File: config.mk
export PLATFORM = sky130hd
export DESIGN_NAME = hazard_ctrl
export DESIGN_NICKNAME = d
export VERILOG_FILES = /design/src/rtl/hazard_ctrl.sv
export SDC_FILE = /design/constraint.sdc
export NUM_CORES = 1
export LEC_CHECK = 0
export CORE_MARGIN = 5
export CORE_UTILIZATION = 30
export DETAILED_ROUTE_END_ITERATION = 12
export GPL_TIMING_DRIVEN = 0
export SETUP_SLACK_MARGIN = 0.2
export SYNTH_ARGS = -nofsm -noshare
export SYNTH_HDL_FRONTEND = slang
export SYNTH_SLANG_ARGS = --single-unit
File: constraint.sdc
create_clock -name clk_i -period 4.65 [get_ports clk_i]
set_clock_uncertainty 0.15 [all_clocks]
set_input_delay 0.6975 -clock clk_i [delete_from_list [all_inputs] [get_ports clk_i]]
set_output_delay 0.6975 -clock clk_i [all_outputs]
set_load 0.01 [all_outputs]
File: src/rtl/hazard_ctrl.sv
// Scoreboard issue controller between decode and ID/EX: tracks pending destination
// registers, stalls on RAW/WAW or in-flight cap, and sequences flushes after redirects.
module hazard_ctrl #(
  parameter int unsigned MAX_INFLIGHT = 4,
  parameter int unsigned FLUSH_CYCLES = 2,
  parameter bit          WB_BYPASS    = 1'b1
) (
  input  logic        clk_i,
  input  logic        n_rst,
  input  logic        dec_valid_i,
  input  logic [4:0]  dec_rs1_i,
  input  logic [4:0]  dec_rs2_i,
  input  logic        dec_rs1_used_i,
  input  logic        dec_rs2_used_i,
  input  logic [4:0]  dec_rd_i,
  input  logic        dec_wb_en_i,
  input  logic        retire_i,
  input  logic        wb_en_i,
  input  logic [4:0]  wb_rd_i,
  input  logic        redirect_i,
  output logic        issue_o,
  output logic        stall_o,
  output logic        bubble_o,
  output logic        flush_o,
  output logic [31:0] busy_o,
  output logic [3:0]  inflight_o,
  output logic        error_o
);

  typedef enum logic {ST_RUN, ST_FLUSH} state_t;

  localparam logic [2:0] FCNT_LOAD = 3'(FLUSH_CYCLES - 1);
  localparam logic [3:0] CNT_MAX   = 4'(MAX_INFLIGHT);

  state_t      state;
  logic [2:0]  fcnt;
  logic [31:0] busy;
  logic [3:0]  count;
  logic        error;

  logic [31:0] bypass_mask;
  logic [31:0] eb;
  logic        hazard;
  logic        issue;
  logic        set_en;
  logic        clr_en;
  logic        err_evt;
  logic [31:0] busy_nxt;
  logic [3:0]  count_nxt;

  always_comb begin
    bypass_mask = '0;
    if (WB_BYPASS && retire_i && wb_en_i)
      bypass_mask = 32'd1 << wb_rd_i;
    eb = busy & ~bypass_mask;

    hazard = (dec_rs1_used_i & eb[dec_rs1_i])
           | (dec_rs2_used_i & eb[dec_rs2_i])
           | (dec_wb_en_i & (dec_rd_i != 5'd0) & eb[dec_rd_i])
           | ((count == CNT_MAX) & ~retire_i);

    issue    = 1'b0;
    issue_o  = 1'b0;
    stall_o  = 1'b0;
    bubble_o = 1'b0;
    flush_o  = 1'b0;
    if (n_rst) begin
      case (state)
        ST_RUN: begin
          issue    = dec_valid_i & ~hazard & ~redirect_i;
          issue_o  = issue;
          stall_o  = dec_valid_i & hazard & ~redirect_i;
          bubble_o = ~issue;
          flush_o  = redirect_i;
        end
        default: begin
          bubble_o = 1'b1;
          flush_o  = 1'b1;
        end
      endcase
    end
  end

  // Clear is applied before set so a same-index set/clear leaves the bit pending.
  always_comb begin
    set_en   = issue & dec_wb_en_i & (dec_rd_i != 5'd0);
    clr_en   = retire_i & wb_en_i & (wb_rd_i != 5'd0);
    busy_nxt = busy;
    if (clr_en) busy_nxt[wb_rd_i]  = 1'b0;
    if (set_en) busy_nxt[dec_rd_i] = 1'b1;
    busy_nxt[0] = 1'b0;

    err_evt = (retire_i & (count == 4'd0)) | (clr_en & ~busy[wb_rd_i]);

    count_nxt = count;
    if (issue && !retire_i)
      count_nxt = count + 4'd1;
    else if (!issue && retire_i && count != 4'd0)
      count_nxt = count - 4'd1;
  end

  always_ff @(posedge clk_i) begin
    if (!n_rst) begin
      state <= ST_RUN;
      fcnt  <= '0;
      busy  <= '0;
      count <= '0;
      error <= 1'b0;
    end else begin
      busy  <= busy_nxt;
      count <= count_nxt;
      if (err_evt) error <= 1'b1;
      case (state)
        ST_RUN: begin
          if (redirect_i) begin
            state <= ST_FLUSH;
            fcnt  <= FCNT_LOAD;
          end
        end
        default: begin
          if (redirect_i)
            fcnt <= FCNT_LOAD;
          else if (fcnt == 3'd0)
            state <= ST_RUN;
          else
            fcnt <= fcnt - 3'd1;
        end
      endcase
    end
  end

  assign busy_o     = busy;
  assign inflight_o = count;
  assign error_o    = error;

endmodule

**Yosys cells after proc, flatten, opt, wreduce, memory -nomap -nowiden**

Index checks and enable logic that the tools add are counted.

- Bits in registers: 41
- Output and inout port bits: 41

- Magnitude comparators: 6
- $add $sub $neg: 3
- Mux-type cells: 33
- Bitwise gates (word level): 29
- Reductions and logical operators: 16
- Eq/ne operators: 2
- Shifts and indexed selects: 1

Operators by type and width:

| operator | number |
|---|---|
| 2-to-1 mux 32 bit | 3 |
| bitwise AND 32 bit | 2 |
| inverter 32 bit | 2 |
| OR 32 bit | 1 |
| left shift 1 x 5 -> 32 bit, first input constant | 1 |
| less-than comparator 5 x 6 -> 1 bit, second input constant | 4 |
| binary-select mux 1 bit (select 5 bit) | 4 |
| 2-to-1 mux 1 bit | 18 |
| bitwise AND 1 bit | 15 |
| 2-to-1 mux 3 bit | 4 |
| demux 1 bit (select 5 bit) | 2 |
| greater-or-equal comparator 5 x 1 -> 1 bit, second input constant | 2 |
| nonzero test 5 bit | 2 |
| 2-to-1 mux 4 bit | 2 |
| logical AND 1 bit | 6 |
| inverter 1 bit | 5 |
| adder 4 x 1 -> 4 bit, second input constant | 1 |
| equality test 4 x 3 -> 1 bit, second input constant | 1 |
| logical NOT 4 bit | 1 |
| OR 1 bit | 4 |
| nonzero test 2 bit | 2 |
| nonzero test 4 bit | 1 |
| subtractor 4 x 1 -> 4 bit, second input constant | 1 |
| logical NOT 3 bit | 1 |
| 4 further kinds | 5 |

**Depth between registers and ports, before layout**

Gate-level depths: netlist (run 1).

- Depth after elaboration: 20
- Depth in mapped cells: 16
- Depth with buffers taken out: 14

**Worst setup path before layout (run 1)**

No wires, ideal clock.

- Path kind: input -> register
- Start point: input port wb_rd_i[4]
- End point: register count[2], in the netlist inflight_o[2]
- Arrival: 3915 ps
- Stages: 14
- Setup time: 122 ps
- Path buffers: 1
- Setup slack: 463 ps
- Path through: buf_2 or3b_4 o21a_1 mux2_4 a211oi_2 o2111ai_1 a211oi_4 nand2_4 or2_2 fa_1 xor2_1 inv_1 a311oi_1 a311o_1

- Word-level cells in the longest chain between the ends: 19
- Elaborated cells between the ends (all ways): 27
- Those cells by class: shift (1); mux (10); bitwise (11); reduce/logical (5)

Ends and longest elaborated chain:

| element | RTL line | text |
|---|---|---|
| start: declaration | 19 | `input logic [4:0] wb_rd_i,` |
| left shift 1 x 5 -> 32 bit * | 54 | `bypass_mask = 32'd1 << wb_rd_i;` |
| 2-to-1 mux 32 bit * | 53 | `if (WB_BYPASS && retire_i && wb_en_i)` |
| inverter 32 bit * | 55 | `eb = busy & ~bypass_mask;` |
| bitwise AND 32 bit * | 55 |  |
| binary-select mux 1 bit (select 5 bit), on equally long branches | 57, 58 |  |
| 2-to-1 mux 1 bit, on equally long branches | 57, 58 |  |
| bitwise AND 1 bit, on equally long branches | 57, 58 |  |
| OR 1 bit | 58 | `\| (dec_rs2_used_i & eb[dec_rs2_i])` |
| OR 1 bit * | 59 | `\| (dec_wb_en_i & (dec_rd_i != 5'd0) & eb[dec_rd_i])` |
| OR 1 bit * | 60 | `\| ((count == CNT_MAX) & ~retire_i);` |
| inverter 1 bit * | 70 | `issue = dec_valid_i & ~hazard & ~redirect_i;` |
| bitwise AND 1 bit * (2 in a row) | 70 |  |
| 2-to-1 mux 1 bit * | 68 | `case (state)` |
| 2-to-1 mux 1 bit * | 67 | `if (n_rst) begin` |
| logical NOT 1 bit | 98 | `else if (!issue && retire_i && count != 4'd0)` |
| logical AND 1 bit (2 in a row) | 98 |  |
| nonzero test 2 bit (no source line) | n/a |  |
| end signal: assignment | 111 | `count <= count_nxt;` |
| end: declaration | 38 | `logic [3:0] count;` |

Every way passes the cells marked *; elsewhere a longest branch is shown, timed or not. The select of a mux whose other input is x is not followed.
A chain may end at the register's enable or synchronous reset.

**Worst setup path in the final report (run 1)**

- Start point: input port wb_rd_i[2]
- End point: register count[2], in the netlist inflight_o[2]

The elaborated chain is that of the path after synthesis.

==> results of run 1 <==
-- report_power, final --
group / leakage [nW] / total [mW] / switching (mW) / internal (mW)
Clock: 0.0552 / 0.281 / 0.121 / 0.159
Sequential: 0.324 / 0.394 / 0.0313 / 0.363
Combinational: 1.13 / 0.375 / 0.197 / 0.178
Total: 1.51 / 1.05 / 0.350 / 0.700
-- registers in the layout (all words and copies together), names as in the netlist --
signal	cells
state	1
error_o	1
busy_o	31
fcnt	3
inflight_o	4
-- synthesized netlist by cell type, types with 2 or more instances --
master and instances:
dfxtp_1 40, nand2_1 33, o21ai_0 31, clkbuf_1 25
nor2_1 23, o211ai_1 22, o22ai_1 20, nand3_1 13
nor2b_1 13, inv_1 12, mux4_2 11, a21oi_1 10
mux2i_1 10, o21a_1 8, a31oi_1 6, nand4_1 6
o2111ai_1 6, o21ai_1 6, o221ai_1 6, o22ai_2 6
nand2b_1 5, nand3b_1 5, nor3b_1 5, a211oi_1 4
ha_1 4, nor3_1 4, o21ai_2 4, or3_1 4
a22oi_1 3, and3_1 3, buf_1 3, buf_2 3
mux2_2 3, nand4b_1 3, nor4_1 3, a2111oi_0 2
and2_1 2, and3b_1 2, buf_4 2, buf_6 2
o311ai_0 2, or2_2 2, or3b_1 2, or4_1 2
or4b_2 2
-- final cells by class --
class	count	area, um2	area share, %
clock buffer	6	72.6	1.58
buffer	35	199	4.34
timing repair buffer	77	743	16.2
tap	140	175	3.82
sequential	40	801	17.5
clock inverter	2	35.0	0.765
inverter	12	45.0	0.983
multi-input combinational	320	2510	54.8
-- layout by cell type, fill, tap and decap left out, drive strengths merged, types with 5 or more instances in the layout --
master	instances
nor2b	13
clkbuf	31
dlygate4sd2	5
a21oi	11
o21ai	41
a31oi	6
o2111ai	6
nand2	34
a211oi	6
inv	12
mux4	11
dfxtp	40
o221ai	6
clkdlybuf4s50	55
nand2b	5
mux2i	10
nand3b	5
buf	23
nand4	6
nor2	23
o211ai	22
nand3	13
o21a	8
nor3b	5
o22ai	26
-- worst min path at each step --
stage | from | to | slack, ns | cells after the start
after CTS | fcnt[2] | fcnt[2] | 0.36 | 2
after detailed placement | fcnt[2] | fcnt[2] | 0.35 | 2
after global routing | fcnt[2] | fcnt[2] | 0.37 | 2
after floorplan | fcnt[1] | fcnt[1] | 0.32 | 2
final | fcnt[2] | fcnt[2] | 0.35 | 2
after global placement | fcnt[2] | fcnt[2] | 0.33 | 2
-- per-stage QoR --
stage / setup WS (ns) / std cells / total power [mW]
after floorplan: 0.463 / 407 / 0.613
after global placement: -0.729 / 611 / 0.735
after detailed placement: -0.789 / 611 / 0.741
after CTS: 0.200 / 630 / 1.04
after global routing: 0.200 / 632 / 1.11
final: 0.339 / 632 / 1.05
-- worst max-delay path: stages --
cell and delay, ns:
clkdlybuf4s15_1 0.26, buf_6 0.17, or3b_4 0.43, o21a_4 0.26
a211o_1 0.33, a31oi_2 0.20, o32ai_2 0.15, a211oi_4 0.24
buf_6 0.16, nand2_4 0.07, or2_2 0.32, fa_1 0.38
xor2_1 0.18, inv_1 0.06, a311oi_1 0.08, a311o_1 0.33
-- what timing repair did --
item                                    CTS  global route
setup buffers                            11             2
endpoints found under the setup margin    6             5
gates cloned                              0             0
pin swaps                                 9             7
gates resized for setup                  51            29
endpoints found under the hold margin     0             0
-- kinds of logic after synthesis --
group | after synthesis
AO/OA/AOI/OAI | 151
flip-flops | 40
AND/OR/NAND/NOR | 136
buffers and inverters | 47
multiplexers | 25
XOR/XNOR | 2
other | 1
adder cells (fa/ha/maj) | 5
-- per-layer routing --
layer | vias up | wire length [um] | GRT usage, %
met4 | 0 | 459 | 7.98
met5 | - | 0 | 0
met3 | 40 | 1230 | 4.32
met1 | 1830 | 5300 | 25.0
met2 | 208 | 6290 | 31.9
li1 | 1760 | - | -
==> flow_metrics.tcl, run 1 <==
set metrics [dict create \
    outcome "complete, no violations" \
    syn_area_per_cell_um2 8.15 \
    finalSetupTns_ns 0 \
    synth_top_family_by_area "compound AO/OA/AOI/OAI gates" \
    fin_crit_sh_pct 92.7 \
    rsz0062_at_grt "false" \
    relSlewSlack_pct 50.8 \
    synthesis.nets 441 \
    place_area_um2 4130 \
    drcViolationCount 0 \
    setup.worst_path.end "inflight_o[2]" \
    grt_pass1_wl_mm 20.4 \
    setup_viol 0 \
    worstPathMaxFanout 10 \
    cts_hold_buf 0 \
    final_cell_area_um2 4580 \
    start_kind "input port" \
    fp.coreArea_um2 10800 \
    routed_via_density 6.07 \
    synth_seq_cells 40 \
    synth-main-ff-cell "dfxtp_1" \
    wl_mm 13.3 \
    cts-root-buf "clkbuf_8" \
    die_h_um 115 \
    nNetsFinal 525 \
    path_class "input port to flop" \
    io_buffers 64 \
    p_per_area_nw_per_um2 229 \
    ant_nets 0 \
    grtUsageTotal_pct 19.5 \
    firstDrtPassIters 5 \
    reg2reg_to "inflight_o[2]" \
    ios 70 \
    synth-compound-area-share_pct 32.5 \
    synthMuxAreaShare_pct 12.0 \
    yosysSeqAreaShare_pct 24.2 \
    cp_data_required_time_ns 4.68 \
    grt_pass1_vias 3717 \
    start_util_pct 30.6 \
    clk_latency_ns 0.30 \
    gp_congestion 1.01 \
    htreeDepth 2 \
    synth_top_area_share_pct 24.2 \
    die_w_um 115 \
    yosys.area_share.simple_pct 22.5 \
    grt_overflow 0 \
    dp_hpwl_mm 10.2 \
    synthesis.area_um2 3320 \
    end_kind "flop" \
    drive_gt1_share_pct 18.9 \
    vias 3838 \
    wl_per_cell_um 21.0 \
    synthXorXnorAreaFrac_pct 0.528 \
    peakVddDrop_mv 0.153 \
    fmax_mhz 232 \
    clk_pin_slew_ns 0.07 \
    yosys-top-cells-area "dfxtp_1 24%, mux4_2 7.5%, o211ai_1 5.0%" \
    yosys_warnings 0 \
    cts.sink_count 40 \
    crit_path_start "wb_rd_i[2]" \
    fillCellCount 1122 \
    grt_max_degree 13 \
    antennaDiodeCount 0 \
    hold_class "flop to flop" \
    synthArstFlopShare_pct 0 \
    final.min_clock_period_ns 4.31 \
    drv_slew 0 \
    hold_viol 0 \
    synth_fa_ha_area_share_pct 2.11 \
    synthCells 407 \
    r2r-start "busy_o[23]" \
    fp-row-count 38 \
    rr_worst_depth 13 \
    synth_top_area_cell "dfxtp_1" \
    utilization_pct 42.3 \
    hold-worst-slack_ns 0.353 \
    power_leakage_nw 1.51 \
    die_area_um2 13300 \
    maxCapViolCount 0 \
    cts_buffers 5 \
    critPathArrivalTime_ns 4.34 \
    syn_to_final_growth_pct 38.2 \
    cts_tree "done" \
    worstMarginPinSlew_ns 0.738 \
    drt-initial-drc-count 382 \
    rrSetupSlack_ns 1.09 \
    synth_cell_types 69 \
    clockBufferDepth 2 \
    antenna_found_initial 0 \
    synth-edff-count 0 \
]
Power figures use the tool's default switching activity.
==> inputs of run 2 (changes only) <==
--- a/config.mk
+++ b/config.mk
@@ -5,10 +5,12 @@
 export SDC_FILE = /design/constraint.sdc
 export NUM_CORES = 1
 export LEC_CHECK = 0
+export CAP_MARGIN = 20
 export CORE_MARGIN = 5
-export CORE_UTILIZATION = 30
+export CORE_UTILIZATION = 45
 export DETAILED_ROUTE_END_ITERATION = 12
 export GPL_TIMING_DRIVEN = 0
+export PLACE_DENSITY = 0.72
 export SETUP_SLACK_MARGIN = 0.2
 export SYNTH_ARGS = -nofsm -noshare
 export SYNTH_HDL_FRONTEND = slang
==> flow_metrics.tcl, run 2 (same netlist as run 1, synthesis figures left out) <==
set metrics [dict create \
    antennaDiodeCount 0 \
    clk_pin_slew_ns 0.07 \
    htreeDepth 2 \
    fin_cells 599 \
    relSlewSlack_pct 49.8 \
    placed_cells 570 \
    drt-initial-drc-count 330 \
    setup_viol 0 \
    die_area_um2 9190 \
    nNetsFinal 533 \
    p_comb_share_pct 35.7 \
    largest_reg_flops 31 \
    path_class "input port to flop" \
    p_clk_share_pct 26.4 \
    fin_crit_sh_pct 91.3 \
    reg2reg_to "inflight_o[2]" \
    drcViolationCount 0 \
    fp-row-count 31 \
    min-delay-start "fcnt[2]" \
    rrSetupSlack_ns 1.23 \
    worstPathMaxFanout 7 \
    routed_via_density 6.69 \
    final.min_clock_period_ns 4.25 \
    fp.coreArea_um2 7210 \
    cp_data_required_time_ns 4.68 \
    worstMarginPinSlew_ns 0.754 \
    critPathArrivalTime_ns 4.28 \
    place_ws_ns -0.665 \
    cts_tree "done" \
    setup_slack_ns 0.404 \
    rr_worst_depth 13 \
    cts.sink_count 40 \
    syn_to_final_growth_pct 37.0 \
    gp_congestion 1.03 \
    whs_path_depth 2 \
    cts_hold_buf 0 \
    start_util_pct 46.0 \
    grtUsageTotal_pct 28.1 \
    start_kind "input port" \
    netSwitchingPower_mw 0.342 \
    final_common_cell "clkdlybuf4s50_1" \
    firstDrtPassIters 6 \
    peakVddDrop_mv 0.215 \
    rsz0062_at_grt "false" \
    grt_pass1_wl_mm 19.8 \
    vias 4009 \
    grt_pass1_vias 3837 \
    final_cell_mix "55 x clkdlybuf4s50_1, 40 x dfxtp_1, 33 x nand2_1" \
    crit_path_start "retire_i" \
    die_w_um 95.8 \
    ios 70 \
    grt_overflow 0 \
    antenna_found_initial 0 \
    power_leakage_nw 1.56 \
    r2r-start "busy_o[21]" \
    wl_mm 13.0 \
    fmax_mhz 236 \
    hold_viol 0 \
    clk_latency_ns 0.29 \
    internal_power_mw 0.703 \
    swShare_pct 32.7 \
    drv_slew 0 \
    grt_max_degree 13 \
    end_kind "flop" \
    p_per_area_nw_per_um2 230 \
    hold_class "flop to flop" \
    cts-root-buf "clkbuf_8" \
    wl_per_cell_um 21.7 \
    hold-path-endpoint "fcnt[2]" \
    clockBufferDepth 2 \
    cts_buffers 5 \
    dp_hpwl_mm 9.54 \
    outcome "complete, no violations" \
    drive_gt1_share_pct 19.2 \
    ant_nets 0 \
    seqPwrFrac_pct 37.8 \
    maxCapViolCount 0 \
    die_h_um 95.8 \
    io_buffers 64 \
]
run 2: changes by cell type in the layout (fill, tap and decap cells not counted), sizes merged:
cell,change
clkbuf,-2
buf,+11
dlymetal6s2s,+2
dlygate4sd2,-3
run 2: per-layer routing:
| metal | up-vias | wire length (um) | global-route usage [%] |
|---|---|---|---|
| met5 | - | 0 | 0 |
| met4 | 0 | 650 | 11.6 |
| met3 | 72 | 1540 | 7.11 |
| met2 | 330 | 5990 | 46.0 |
| met1 | 1841 | 4790 | 35.1 |
| li1 | 1766 | - | - |
run 2: final cells by class:
| type | instances | area (um2) |
|---|---|---|
| buffer | 35 | 201 |
| fill | 649 | 2670 |
| timing repair buffer | 85 | 807 |
| sequential | 40 | 801 |
| tap | 99 | 124 |
| inverter | 12 | 45.0 |
| clock buffer | 6 | 72.6 |
| multi-input combinational | 320 | 2460 |
| clock inverter | 2 | 35.0 |
run 2: stage by stage:
| step | instance area [um2] | util [%] | hold WS [ns] | TNS [ns] | power (mW) |
|---|---|---|---|---|---|
| final | 4540 | 63.0 | 0.351 | 0 | 1.05 |
| after global routing | 4540 | 63.0 | 0.369 | 0 | 1.10 |
| after CTS | 4440 | 61.6 | 0.354 | 0 | 1.03 |
| after detailed placement | 4080 | 56.6 | 0.348 | -2.71 | 0.736 |
| after global placement | 4080 | 56.6 | 0.332 | -2.53 | 0.729 |
| after floorplan | 3320 | - | 0.321 | 0 | 0.613 |
run 2: repair_timing:
item,in CTS,in global routing
resized for setup,48,30
setup buffers,15,5
pin swaps,9,9
endpoints found under the setup margin,6,5
cloned,0,1
run 2: power by group through the flow:
stage	Combinational, mW	Sequential, mW	Clock, mW
after floorplan	0.209	0.404	0
after global placement	0.327	0.402	0
after detailed placement	0.334	0.403	0
after CTS	0.355	0.395	0.280
after global routing	0.409	0.398	0.294
final	0.374	0.395	0.277
run 2: critical path, cell delays in order:
cell and delay (ns):
clkdlybuf4s15_1 0.34, nand4b_1 0.30, o21a_1 0.30, mux4_2 0.50
o221ai_1 0.20, o2111ai_1 0.20, a211oi_4 0.20, buf_6 0.16
nand2_4 0.08, or2_4 0.26, fa_1 0.38, xor2_1 0.18
inv_1 0.06, a311oi_1 0.08, a311o_1 0.32
run 2: how the worst max path moves through the flow:
stage	end	cells after the start
detailed placement	inflight_o[2]	14
global route	inflight_o[3]	18
floorplan	inflight_o[2]	14
global placement	inflight_o[2]	14
CTS	inflight_o[2]	15
finish	inflight_o[2]	15
==> inputs of run 3 (changes only) <==
--- a/config.mk
+++ b/config.mk
@@ -6,11 +6,11 @@
 export NUM_CORES = 1
 export LEC_CHECK = 0
 export CAP_MARGIN = 20
-export CORE_MARGIN = 5
-export CORE_UTILIZATION = 45
+export CORE_MARGIN = 8
+export CORE_UTILIZATION = 52
 export DETAILED_ROUTE_END_ITERATION = 12
 export GPL_TIMING_DRIVEN = 0
-export PLACE_DENSITY = 0.72
+export PLACE_DENSITY = 0.81
 export SETUP_SLACK_MARGIN = 0.2
 export SYNTH_ARGS = -nofsm -noshare
 export SYNTH_HDL_FRONTEND = slang
==> constraint.sdc (replaced) <==
create_clock -name clk_i -period 4.4 [get_ports clk_i]
set_clock_uncertainty 0.15 [all_clocks]
set_input_delay 0.66 -clock clk_i [delete_from_list [all_inputs] [get_ports clk_i]]
set_output_delay 0.66 -clock clk_i [all_outputs]
set_load 0.01 [all_outputs]
==> flow_metrics.tcl, run 3 (same netlist as run 1, synthesis figures left out) <==
set metrics [dict create \
    firstDrtPassIters 5 \
    fp-row-count 29 \
    outcome "complete, no violations" \
    rrSetupSlack_ns 0.95 \
    syn_to_final_growth_pct 40.1 \
    drv_slew 0 \
    placed_cells 548 \
    crit_path_start "wb_rd_i[2]" \
    cp_num_buf_inv 6 \
    fp.coreArea_um2 6240 \
    gp_congestion 0.996 \
    hold_viol 0 \
    fin_cells 583 \
    clk_latency_ns 0.30 \
    cts_hold_buf 0 \
    largest_reg_flops 31 \
    critPathSlowestCell "o21ai_0" \
    cts_buffers 5 \
    rr_worst_depth 13 \
    r2r-start "busy_o[23]" \
    cp_data_required_time_ns 4.44 \
    swShare_pct 30.5 \
    cts_tree "done" \
    wl_per_cell_um 22.7 \
    die_w_um 95.9 \
    final_cell_mix "55 x clkdlybuf4s50_1, 40 x dfxtp_1, 33 x nand2_1" \
    wl_mm 13.3 \
    crit_chain "dlygate4sd2_1 > buf_6 > buf_4 > nand3b_1 > buf_4 > o21ai_0 > nand3_1 > nand3_1 > o32ai_2 > a211oi_4 > buf_6 > nand2_4 > or2_4 > fa_1 > xor2_2 > inv_1 > a311oi_1 > a311o_1" \
    worstPathMaxFanout 7 \
    dp_hpwl_mm 9.76 \
    grtUsageTotal_pct 29.2 \
    hold_class "flop to flop" \
    setup.worst_path.end "inflight_o[2]" \
    netSwitchingPower_mw 0.381 \
    p_per_area_nw_per_um2 269 \
    clk_pin_slew_ns 0.08 \
    io_buffers 64 \
    path_class "input port to flop" \
    die_h_um 95.9 \
    antenna_found_initial 0 \
    drive_gt1_share_pct 22.7 \
    utilization_pct 74.4 \
    reg2reg_to "inflight_o[2]" \
    cp.depth 18 \
    seqPwrFrac_pct 33.5 \
    antennaDiodeCount 0 \
    start_kind "input port" \
    critPathArrivalTime_ns 4.22 \
    hold-worst-slack_ns 0.349 \
    worstMarginPinSlew_ns 0.722 \
    final.min_clock_period_ns 4.18 \
    ios 70 \
    fin_crit_sh_pct 95.0 \
    nNetsFinal 539 \
    peakVddDrop_mv 0.365 \
    fillCellCount 484 \
    internal_power_mw 0.867 \
    grt_pass1_vias 4040 \
    routed_via_density 7.04 \
    grt_pass1_wl_mm 20.8 \
    ant_nets 0 \
    setup_slack_ns 0.220 \
    power_leakage_nw 1.59 \
    fmax_mhz 239 \
    end_kind "flop" \
    maxCapViolCount 0 \
    final_common_cell "clkdlybuf4s50_1" \
    die_area_um2 9190 \
    p_clk_share_pct 33.5 \
    cts.sink_count 40 \
    start_util_pct 53.1 \
    relSlewSlack_pct 51.9 \
    cts-root-buf "clkbuf_8" \
    whs_path_depth 2 \
    grt_overflow 0 \
    path_delay_family "compound AO/OA/AOI/OAI gates" \
    grt_max_degree 14 \
    critical-path-max-stage-delay_ns 0.45 \
    p_comb_share_pct 33.1 \
    place_ws_ns -0.933 \
    drcViolationCount 0 \
    setup_viol 0 \
    drt-initial-drc-count 341 \
    htreeDepth 2 \
    rsz0062_at_grt "true" \
    clockBufferDepth 2 \
    vias 4102 \
]
-- run 3: metrics by stage --
| stage | setup TNS [ns] | power, mW | cell area, um2 |
|---|---|---|---|
| 2_1_floorplan | 0 | 0.648 | 3320 |
| 3_3_place_gp | -6.15 | 0.770 | 4050 |
| 3_5_place_dp | -6.92 | 0.782 | 4050 |
| 4_1_cts | 0 | 1.23 | 4620 |
| 5_1_grt | 0 | 1.30 | 4640 |
| 6_report | 0 | 1.25 | 4640 |
-- run 3: worst reg2reg max path, delay by kind of cell, from the launching register on --
kind | cells | cell delay (ns)
simple gates | 2 | 0.34
buf+inv | 2 | 0.22
compound gates | 6 | 1.18
fa+ha+maj | 1 | 0.40
flops | 1 | 0.39
xor+xnor | 1 | 0.17
mux | 1 | 0.49
-- run 3: layer usage --
layer | global-route usage, % | part of all wire (%)
met4 | 15.7 | 5.1
met2 | 48.0 | 46
met5 | 0 | 0
met1 | 34.3 | 38
met3 | 7.18 | 11
-- run 3: power by group through the flow --
stage	clock network (mW)	registers, mW	logic [mW]
finish	0.418	0.418	0.413
global route	0.431	0.421	0.444
CTS	0.417	0.418	0.397
detailed placement	0	0.426	0.356
global placement	0	0.424	0.346
floorplan	0	0.427	0.221
-- run 3: worst min-delay path by stage --
stage | startpoint | end | slack [ns]
final | fcnt[2] | fcnt[2] | 0.35
after global routing | fcnt[2] | fcnt[2] | 0.37
after CTS | fcnt[2] | fcnt[2] | 0.35
after detailed placement | fcnt[2] | fcnt[2] | 0.34
after global placement | fcnt[1] | fcnt[1] | 0.33
after floorplan | fcnt[1] | fcnt[1] | 0.32
-- run 3: layout make-up --
class                           count  area, um2  share of cell area (%)
Sequential cell                    40        801                    17.2
Clock buffer                        5       68.8                    1.48
Multi-Input combinational cell    320       2490                    53.6
Timing Repair Buffer               91        831                    17.9
Buffer                             35        224                    4.82
Tap cell                           77       96.3                    2.07
Clock inverter                      3       90.1                    1.94
Inverter                           12       45.0                   0.970
-- run 3: what timing repair did --
action                     CTS  global route
pin swaps                   16             4
hold endpoints to repair     0             0
setup endpoints to repair   24             4
cloned                       2             0
gates resized for setup     80            15
buffers inserted            24             1
